==> config.mk <==
export PLATFORM = sky130hd
export DESIGN_NAME = note_synth
export DESIGN_NICKNAME = d
export VERILOG_FILES = /design/src/rtl/note_synth_pkg.sv /design/src/rtl/note_synth_input_stabilizer.sv /design/src/rtl/note_synth.sv
export SDC_FILE = /design/constraint.sdc
export NUM_CORES = 1
export LEC_CHECK = 0
export CORE_UTILIZATION = 30
export CTS_CLUSTER_DIAMETER = 60
export CTS_CLUSTER_SIZE = 8
export DETAILED_ROUTE_END_ITERATION = 12
export MAX_ROUTING_LAYER = met4
export PLACE_DENSITY = 0.53
export SETUP_SLACK_MARGIN = 0.02
export SYNTH_ARGS = -nofsm -noshare
export SYNTH_HDL_FRONTEND = slang
export SYNTH_SLANG_ARGS = --single-unit
==> constraint.sdc <==
create_clock -name clk -period 13.9 [get_ports clk]
set_input_delay 4.17 -clock clk [delete_from_list [all_inputs] [get_ports clk]]
set_output_delay 4.17 -clock clk [all_outputs]
set_load 0.005 [all_outputs]
==> src/rtl/note_synth_pkg.sv <==
// note_synth_pkg: shared widths, types and the triangle shaping helper for note_synth
package note_synth_pkg;
  localparam int FREQ_W = 12;
  localparam int VOL_W = 8;
  localparam int WAVE_W = 16;
  typedef logic [FREQ_W-1:0] freq_t;
  typedef logic [VOL_W-1:0] vol_t;
  typedef logic [WAVE_W-1:0] wave_t;
  function automatic wave_t tri_wave(input logic [WAVE_W:0] p);
    return p[WAVE_W] ? ~p[WAVE_W-1:0] : p[WAVE_W-1:0];
  endfunction
endpackage

==> src/rtl/note_synth_input_stabilizer.sv <==
// input_stabilizer: 2-flop sync plus stability filter producing a stable word and a load strobe
module input_stabilizer #(
  parameter int W = 20,
  parameter int STABLE_CYCLES = 4
) (
  input  logic         clk,
  input  logic         reset,
  input  logic [W-1:0] d_i,
  input  logic [W-1:0] cur_i,
  output logic [W-1:0] q_o,
  output logic         update_o
);
  localparam int CW = $clog2(STABLE_CYCLES + 1);
  logic [W-1:0] s1_q, s2_q, prev_q;
  logic [CW-1:0] cnt_q, cnt_d;
  always_comb begin
    cnt_d = (s2_q != prev_q) ? '0 : (cnt_q == CW'(STABLE_CYCLES)) ? cnt_q : cnt_q + 1'b1;
    update_o = (cnt_d == CW'(STABLE_CYCLES)) && (s2_q != cur_i);
  end
  always_ff @(posedge clk) begin
    if (!reset) begin
      s1_q <= '0;
      s2_q <= '0;
      prev_q <= '0;
      cnt_q <= '0;
    end else begin
      s1_q <= d_i;
      s2_q <= s1_q;
      prev_q <= s2_q;
      cnt_q <= cnt_d;
    end
  end
  assign q_o = s2_q;
endmodule

==> src/rtl/note_synth.sv <==
// note_synth: filtered freq/volume, phase-accumulator note and gated PWM carrier; NOTE_SYNTH_TRIANGLE_EN selects triangle wave
module note_synth
  import note_synth_pkg::*;
#(
  parameter int CLK_HZ = 40_000_000,
  parameter int ACC_W = 36,
  parameter int PHASE_K = int'(((64'd1 << ACC_W) + 64'(CLK_HZ / 2)) / 64'(CLK_HZ)),
  parameter int CARRIER_DIV = CLK_HZ / 125_000,
  parameter int STABLE_CYCLES = 4
) (
  input  logic              clk,
  input  logic              reset,
  input  logic [FREQ_W-1:0] freq_in,
  input  logic [VOL_W-1:0]  volume_in,
  output logic [FREQ_W-1:0] freq,
  output logic [VOL_W-1:0]  volume,
  output logic              note_on,
  output logic [WAVE_W-1:0] wave,
  output logic              pwm_out
);
  localparam int CNT_W = $clog2(CARRIER_DIV);
  freq_t freq_q;
  vol_t volume_q;
  wave_t wave_q, wave_d;
  logic [ACC_W-1:0] phase_q, phase_d, inc;
  logic [CNT_W-1:0] ccnt_q, ccnt_d, thr_q, thr_d;
  logic [VOL_W+CNT_W-1:0] prod;
  logic [FREQ_W+VOL_W-1:0] word;
  logic update, pwm_q, pwm_d;
  input_stabilizer #(.W(FREQ_W + VOL_W), .STABLE_CYCLES(STABLE_CYCLES)) u_stab (
    .clk(clk),
    .reset(reset),
    .d_i({freq_in, volume_in}),
    .cur_i({freq_q, volume_q}),
    .q_o(word),
    .update_o(update)
  );
  assign note_on = (freq_q != '0) && (volume_q != '0);
  always_comb begin
    inc = ACC_W'(freq_q) * ACC_W'(PHASE_K);
    phase_d = (freq_q == '0) ? '0 : phase_q + inc;
    ccnt_d = (ccnt_q == CNT_W'(CARRIER_DIV - 1)) ? '0 : ccnt_q + 1'b1;
    prod = (VOL_W+CNT_W)'(volume_q) * (VOL_W+CNT_W)'(CARRIER_DIV);
    thr_d = (ccnt_q == '0) ? CNT_W'(prod >> VOL_W) : thr_q;
    pwm_d = note_on & phase_q[ACC_W-1] & (ccnt_q < thr_d);
`ifdef NOTE_SYNTH_TRIANGLE_EN
    wave_d = (freq_q == '0) ? '0 : tri_wave(phase_q[ACC_W-1 -: WAVE_W+1]);
`else
    wave_d = (freq_q == '0 || !phase_q[ACC_W-1]) ? '0 : '1;
`endif
  end
  always_ff @(posedge clk) begin
    if (!reset) begin
      freq_q <= '0;
      volume_q <= '0;
      phase_q <= '0;
      wave_q <= '0;
      ccnt_q <= '0;
      thr_q <= '0;
      pwm_q <= 1'b0;
    end else begin
      {freq_q, volume_q} <= update ? word : {freq_q, volume_q};
      phase_q <= phase_d;
      wave_q <= wave_d;
      ccnt_q <= ccnt_d;
      thr_q <= thr_d;
      pwm_q <= pwm_d;
    end
  end
  assign freq = freq_q;
  assign volume = volume_q;
  assign wave = wave_q;
  assign pwm_out = pwm_q;
endmodule
==> results of run 1 <==
==> power by group through the flow <==
stage / Clock, W / Combinational, W / Sequential, W
after global routing: 0.000499 / 0.0000362 / 0.000410
after CTS: 0.000480 / 0.0000327 / 0.000409
after detailed placement: 0 / 0.0000327 / 0.000418
final: 0.000467 / 0.0000322 / 0.000409
after global placement: 0 / 0.0000325 / 0.000418
after floorplan: 0 / 0.0000215 / 0.000416
==> worst reg2reg max path: cells and delay by family (launching register included) <==
family	cells	cell delay [ns]
compound gates	5	1.10
xor+xnor	1	0.13
fa+ha+maj	7	3.12
buf+inv	5	0.28
flops	1	0.55
mux	1	0.34
simple gates	6	1.25
==> flip-flops by register name, summed over array words and instances, names as in the netlist <==
name	count
phase_q	35
u_stab.prev_q	20
u_stab.q_o	20
u_stab.s1_q	20
freq	12
ccnt_q	9
thr_q	9
volume	8
u_stab.cnt_q	3
pwm_out	1
wave	1
==> per-layer routing <==
metal,up-vias,track usage (%),share of wire (%)
met4,0,4.79,1.8
met2,76,20.0,44
met1,3156,18.9,52
met3,20,1.88,2.4
li1,3551,-,-
met5,-,-,0
==> worst paths after layout <==
path | end | from
worst min-delay path | u_stab.q_o[2]$_SDFF_PN0_ | u_stab.s1_q[2]$_SDFF_PN0_
worst max-delay path | phase_q[35]$_SDFF_PP0_ | freq[3]$_SDFFE_PN0P_
worst min register to register | u_stab.q_o[2]$_SDFF_PN0_ | u_stab.s1_q[2]$_SDFF_PN0_
worst max register to register | phase_q[35]$_SDFF_PP0_ | freq[3]$_SDFFE_PN0P_
==> final cells by class <==
class / instances / area (sq um) / area share (%)
clock buffers: 17 / 425 / 3.86
clock inverters: 15 / 178 / 1.61
inverters: 116 / 435 / 3.95
multi-input cells: 739 / 6120 / 55.5
flip-flops and latches: 138 / 2760 / 25.1
well taps: 396 / 495 / 4.49
repair buffers: 62 / 608 / 5.51
==> per-stage QoR <==
| stage | area (sq um) | util, % |
|---|---|---|
| floorplan | 9560 | - |
| global placement | 10400 | 33.6 |
| detailed placement | 10400 | 33.6 |
| CTS | 11000 | 35.6 |
| global route | 11000 | 35.6 |
| finish | 11000 | 35.6 |
==> cells in the mapped netlist (3+ instances only) <==
library cell	n
dfxtp_1	138
ha_1	128
inv_1	116
and2_1	66
nor2_1	63
a21oi_1	45
xnor2_1	45
fa_1	43
nand2_1	42
xor2_1	40
nor2b_1	39
o21ai_0	30
mux2i_1	25
buf_4	19
nand3_1	18
nand4_1	17
clkbuf_1	15
nor3_1	14
a21o_1	12
nor4_1	11
and3_1	8
o31ai_1	7
a211oi_1	6
o21bai_1	6
a21boi_0	5
a31oi_1	5
o211ai_1	5
or3_1	5
or4_1	5
nand2b_1	4
o21a_1	4
o21ai_1	4
buf_2	3
buf_6	3
nor3b_1	3
==> logic make-up (layout without fill, tap and decap cells) <==
logic type	after synthesis	in the layout	share of synthesized area, %
flip-flops	138	138	28.9
AO/OA/AOI/OAI	152	152	10.4
adder cells (fa/ha/maj)	171	171	25.8
AND/OR/NAND/NOR	305	305	17.2
multiplexers	26	26	2.74
buffers and inverters	156	210	7.15
XOR/XNOR	85	85	7.79
==> run_results.csv, run 1 <==
group,metric,value,unit
worst_setup_path,crit_fanout,9,
sta,hold_viol_final,0,
placed_design,placed_cells,1451,
placed_design,port_buffers,59,
cells_and_area,final_cell_mix,"dfxtp_1 (138), ha_1 (128), inv_1 (116)",
power_and_ir_drop,p_clk_share,51.4,%
routing,wl_per_cell,13.7,microns
placed_design,gp_congestion,0.865,
clock_tree,cts_made_buffers,17,
power_and_ir_drop,p_int,0.000679,W
clock_tree,clkSinkCount,138,
die,pin_count,60,
worst_setup_path,critPathMaxStageDelay,0.55,ns
worst_setup_path,crit_cells,25,
worst_setup_path,slowest_stage,"dfxtp_1",
placed_design,preCtsSetupSlack,6.97,ns
cells_and_area,drive_gt1_share,4.69,%
worst_setup_path,crit_arrival,7.19,ns
sta,fin_ws,7.01,ns
worst_setup_path,cp-end-kind,"register",
logic_synthesis,synth_area,9560,sq um
sta,setup_viol,0,
routing,via_per_inst,4.59,
worst_setup_path,crit_family,"adder cells",
status,status,"completed",
die,die-area,32600,sq um
cells_and_area,nNetsFinal,1267,
worst_setup_path,reg2regPathDepth,25,
sta,relSlewSlack,48.7,%
clock_tree,h-tree-depth,4,
routing,drc,0,
logic_synthesis,ys_seq_area_share,28.9,%
power_and_ir_drop,total_power,0.000908,W
routing,via_count,6803,
logic_synthesis,synth_seq_cells,138,
sta,finalSetupTns,0,ns
sta,holdWs,0.432,ns
die,die_y,180,microns
cells_and_area,area_delta_synth_final,15.4,%
clock_tree,cts_tree,"done",
worst_setup_path,cp_common_cell,"inv_1",
sta,fmaxAchievable,145,MHz
grt,grt_antenna_before_repair,0,
power_and_ir_drop,power_switching,0.000230,W
min_path,hold_class,"register to register",
die,rows,64,
power_and_ir_drop,pwr-share-seq,45.0,%
die,fp.dieW,180,microns
sta,clock-skew-final,0.0117,ns
cells_and_area,final_common_cell,"dfxtp_1",
power_and_ir_drop,power_leakage,5.02,nW
routing,totalWireLength,20.3,mm
die,initial_core_util,30.8,%
grt,grt_pass1_vias,6717,
worst_setup_path,r2r_setup_slack,7.01,ns
worst_setup_path,crit_type,"register to register",
clock_tree,hold_buffers,0,
worst_setup_path,critical_path_required,14.21,ns
logic_synthesis,synth_ff_type,"dfxtp_1",
routing,drtPass1Iterations,4,
clock_tree,cts_setup_buffers,0,
power_and_ir_drop,pwr-share-comb,3.5,%
cells_and_area,antenna_cells,0,
placed_design,dp_hpwl,15.9,mm
logic_synthesis,synth-edff-count,0,
sta,period_share,49.5,%
run,drv_cap,0,
grt,track_usage,13.6,%
clock_tree,cts_root_buf,"clkbuf_16",
logic_synthesis,avgSynthCellArea,9.25,sq um
sta,rsz0062_at_grt,"no",
min_path,holdPathStages,1,
worst_setup_path,cp-start-kind,"register",
logic_synthesis,ys_warn_count,0,
cells_and_area,instances_no_fill,1483,
cells_and_area,num-fill-cells,3136,
grt,grt_first_pass_wirelength,34.5,mm
power_and_ir_drop,vdd.ir_drop.worst,0.0722,mV
die,core,31000,sq um
sta,min_period,6.89,ns
logic_synthesis,synth_area_leaders,"dfxtp_1 (29%), ha_1 (17%), fa_1 (9.0%), inv_1 (4.6%), and2_1 (4.3%)",
logic_synthesis,yosysTopAreaCell,"dfxtp_1",
sta,drv_slew,0,
logic_synthesis,async_reset_ff_share,0,%
worst_setup_path,cp_num_buf_inv,5,
logic_synthesis,netlist.area_leader.share,28.9,%
grt,grt_max_degree,98,
sta,tightest_slew,0.765,ns
clock_tree,clockBufferDepth,2,
logic_synthesis,yosysUniqueCellTypes,63,
routing,drtIter0Drc,290,
power_and_ir_drop,cellPowerDensity,82.4,nW/um^2
routing,postRouteAntennaNets,0,
logic_synthesis,syn-num-nets,1226,
clock_tree,clkTransAtPathRegs,0.07,ns
clock_tree,postCtsResizedCells,0,
clock_tree,clk_latency,0.43,ns
grt,gr-total-overflow,0,
power_and_ir_drop,p_sw_share,25.3,%
logic_synthesis,netlist_instances,1033,
No activity file was read; power rests on OpenSTA's default activity.
==> run 2: changes to the inputs <==
==> constraint.sdc (replaced) <==
create_clock -name clk -period 6.7 [get_ports clk]
set_input_delay 2.01 -clock clk [delete_from_list [all_inputs] [get_ports clk]]
set_output_delay 2.01 -clock clk [all_outputs]
set_load 0.005 [all_outputs]
==> run_results.csv, run 2 (same netlist as run 1, synthesis figures left out) <==
group,metric,value,unit
status,status,"completed",
placed_design,port_buffers,59,
placed_design,place_area,10500,sq um
min_path,hold_class,"register to register",
min_path,holdCritStartpoint,"u_stab.s1_q[4]$_SDFF_PN0_",
routing,drtIter0Drc,226,
die,pin_count,60,
sta,fmaxAchievable,155,MHz
worst_setup_path,reg2reg_from,"freq[4]$_SDFFE_PN0P_",
routing,drtPass1Iterations,4,
clock_tree,h-tree-depth,4,
sta,tightest_slew,0.807,ns
clock_tree,clkTransAtPathRegs,0.07,ns
routing,drc,0,
worst_setup_path,regToRegEndpoint,"phase_q[35]$_SDFF_PP0_",
routing,drt-met1-wl,10.4,mm
placed_design,gp_congestion,0.861,
die,fp.dieW,180,microns
worst_setup_path,slowest_stage,"fa_1",
die,die-area,32600,sq um
routing,wl_per_cell,14.0,microns
sta,finalSetupTns,0,ns
routing,postRouteAntennaNets,0,
grt,grt_max_degree,73,
grt,grt_antenna_before_repair,0,
cells_and_area,final_cell_mix,"dfxtp_1 (132), ha_1 (125), inv_1 (116)",
worst_setup_path,cp-end-kind,"register",
clock_tree,clk_latency,0.43,ns
worst_setup_path,crit_arrival,6.77,ns
routing,highest_layer,"met4",
worst_setup_path,reg2regPathDepth,25,
cells_and_area,area_delta_synth_final,19.6,%
grt,track_usage,13.9,%
min_path,min_to,"u_stab.q_o[4]$_SDFF_PN0_",
worst_setup_path,crit_fanout,4,
die,die_y,180,microns
cells_and_area,final_common_cell,"dfxtp_1",
die,initial_core_util,30.8,%
grt,grt_first_pass_wirelength,35.0,mm
power_and_ir_drop,vdd.ir_drop.worst,0.167,mV
power_and_ir_drop,power_leakage,5.20,nW
cells_and_area,antenna_cells,0,
cells_and_area,drive_gt1_share,9.32,%
cells_and_area,multi_input_area,6290,sq um
sta,drv_slew,0,
sta,rsz0062_at_grt,"yes",
worst_setup_path,crit_type,"register to register",
die,core,31000,sq um
cells_and_area,design_area,11400,sq um
clock_tree,cts_tree,"done",
die,rows,64,
routing,via_per_inst,4.62,
clock_tree,cts_made_buffers,17,
worst_setup_path,critical_path_required,7.01,ns
cells_and_area,nNetsFinal,1296,
run,drv_cap,0,
worst_setup_path,critPathMaxStageDelay,0.54,ns
placed_design,dp_hpwl,16.5,mm
sta,period_share,96.5,%
clock_tree,cts_root_buf,"clkbuf_16",
clock_tree,clkSinkCount,138,
sta,clock-skew-final,0.0212,ns
clock_tree,clockBufferDepth,2,
routing,totalWireLength,21.2,mm
cells_and_area,area.sequential,2780,sq um
cells_and_area,num-fill-cells,3147,
grt,gr-total-overflow,0,
sta,min_period,6.47,ns
sta,setup_viol,0,
sta,relSlewSlack,45.9,%
sta,hold_viol_final,0,
worst_setup_path,cp-start-kind,"register",
worst_setup_path,r2r_setup_slack,0.23,ns
power_and_ir_drop,cellPowerDensity,163,nW/um^2
cells_and_area,largest_reg_flops,35,
grt,grt_pass1_vias,6865,
routing,via_count,6978,
cells_and_area,top_register,"phase_q",
routing,dr_wl_met3,693,microns
min_path,holdPathStages,1,
routing,wl_met2,9.65,mm
## run 2: worst max-delay path by stage
stage                                    start                      to  slack [ns]  cells past startpoint
after floorplan           freq[3]$_SDFFE_PN0P_  phase_q[35]$_SDFF_PP0_        0.48                     25
after global placement    freq[1]$_SDFFE_PN0P_  phase_q[33]$_SDFF_PP0_        0.17                     20
after detailed placement  freq[7]$_SDFFE_PN0P_  phase_q[33]$_SDFF_PP0_       0.003                     23
after CTS                 freq[7]$_SDFFE_PN0P_  phase_q[34]$_SDFF_PP0_        0.05                     23
after global routing      freq[5]$_SDFFE_PN0P_  phase_q[35]$_SDFF_PP0_       -0.04                     25
final                     freq[4]$_SDFFE_PN0P_  phase_q[35]$_SDFF_PP0_        0.23                     25
## run 2: per-layer routing
metal,vias up,global-route usage [%]
met1,3261,18.3
met2,86,21.1
li1,3611,-
met4,0,5.13
met3,20,2.51
met5,-,-
## run 2: cell type report
class,count,area share [%]
multi-input combinational,740,55.1
sequential,138,24.3
timing repair buffer,90,7.20
tap,396,4.34
inverter,116,3.81
clock buffer,17,3.72
clock inverter,15,1.54
## run 2: worst max-delay path, delay by kind of cell, from the launching register on
kind                     cells  cell delay (ns)
multiplexers                 1             0.33
adder cells (fa/ha/maj)      7             2.76
buffers and inverters        7             0.68
flip-flops                   1             0.35
AND/OR/NAND/NOR              3             0.84
AO/OA/AOI/OAI                7             1.37
## run 2: per-stage QoR
step                power [W]  setup WS (ns)  cells  utilization [%]  hold WS, ns
floorplan            0.000908          0.481   1033                -        0.412
CTS                   0.00190         0.0457   1500             36.0        0.436
finish                0.00186          0.233   1512             36.9        0.432
detailed placement   0.000936        0.00289   1466             34.0        0.418
global route          0.00194        -0.0388   1512             36.9        0.443
global placement     0.000936          0.167   1466             34.0        0.418
## run 2: power breakdown
part / switching, W / leakage (nW) / internal [W]
Clock: 0.000442 / 0.287 / 0.000505
Sequential: 0.0000118 / 1.13 / 0.000836
Combinational: 0.0000314 / 3.79 / 0.0000356
Total: 0.000485 / 5.20 / 0.00138
## run 2: timing repair
action | in CTS | in global routing
hold buffers | 0 | 0
gates resized for setup | 0 | 40
pin swaps | 1 | 14
cloned | 0 | 1
setup buffers | 2 | 11
setup endpoints to repair | 2 | 14
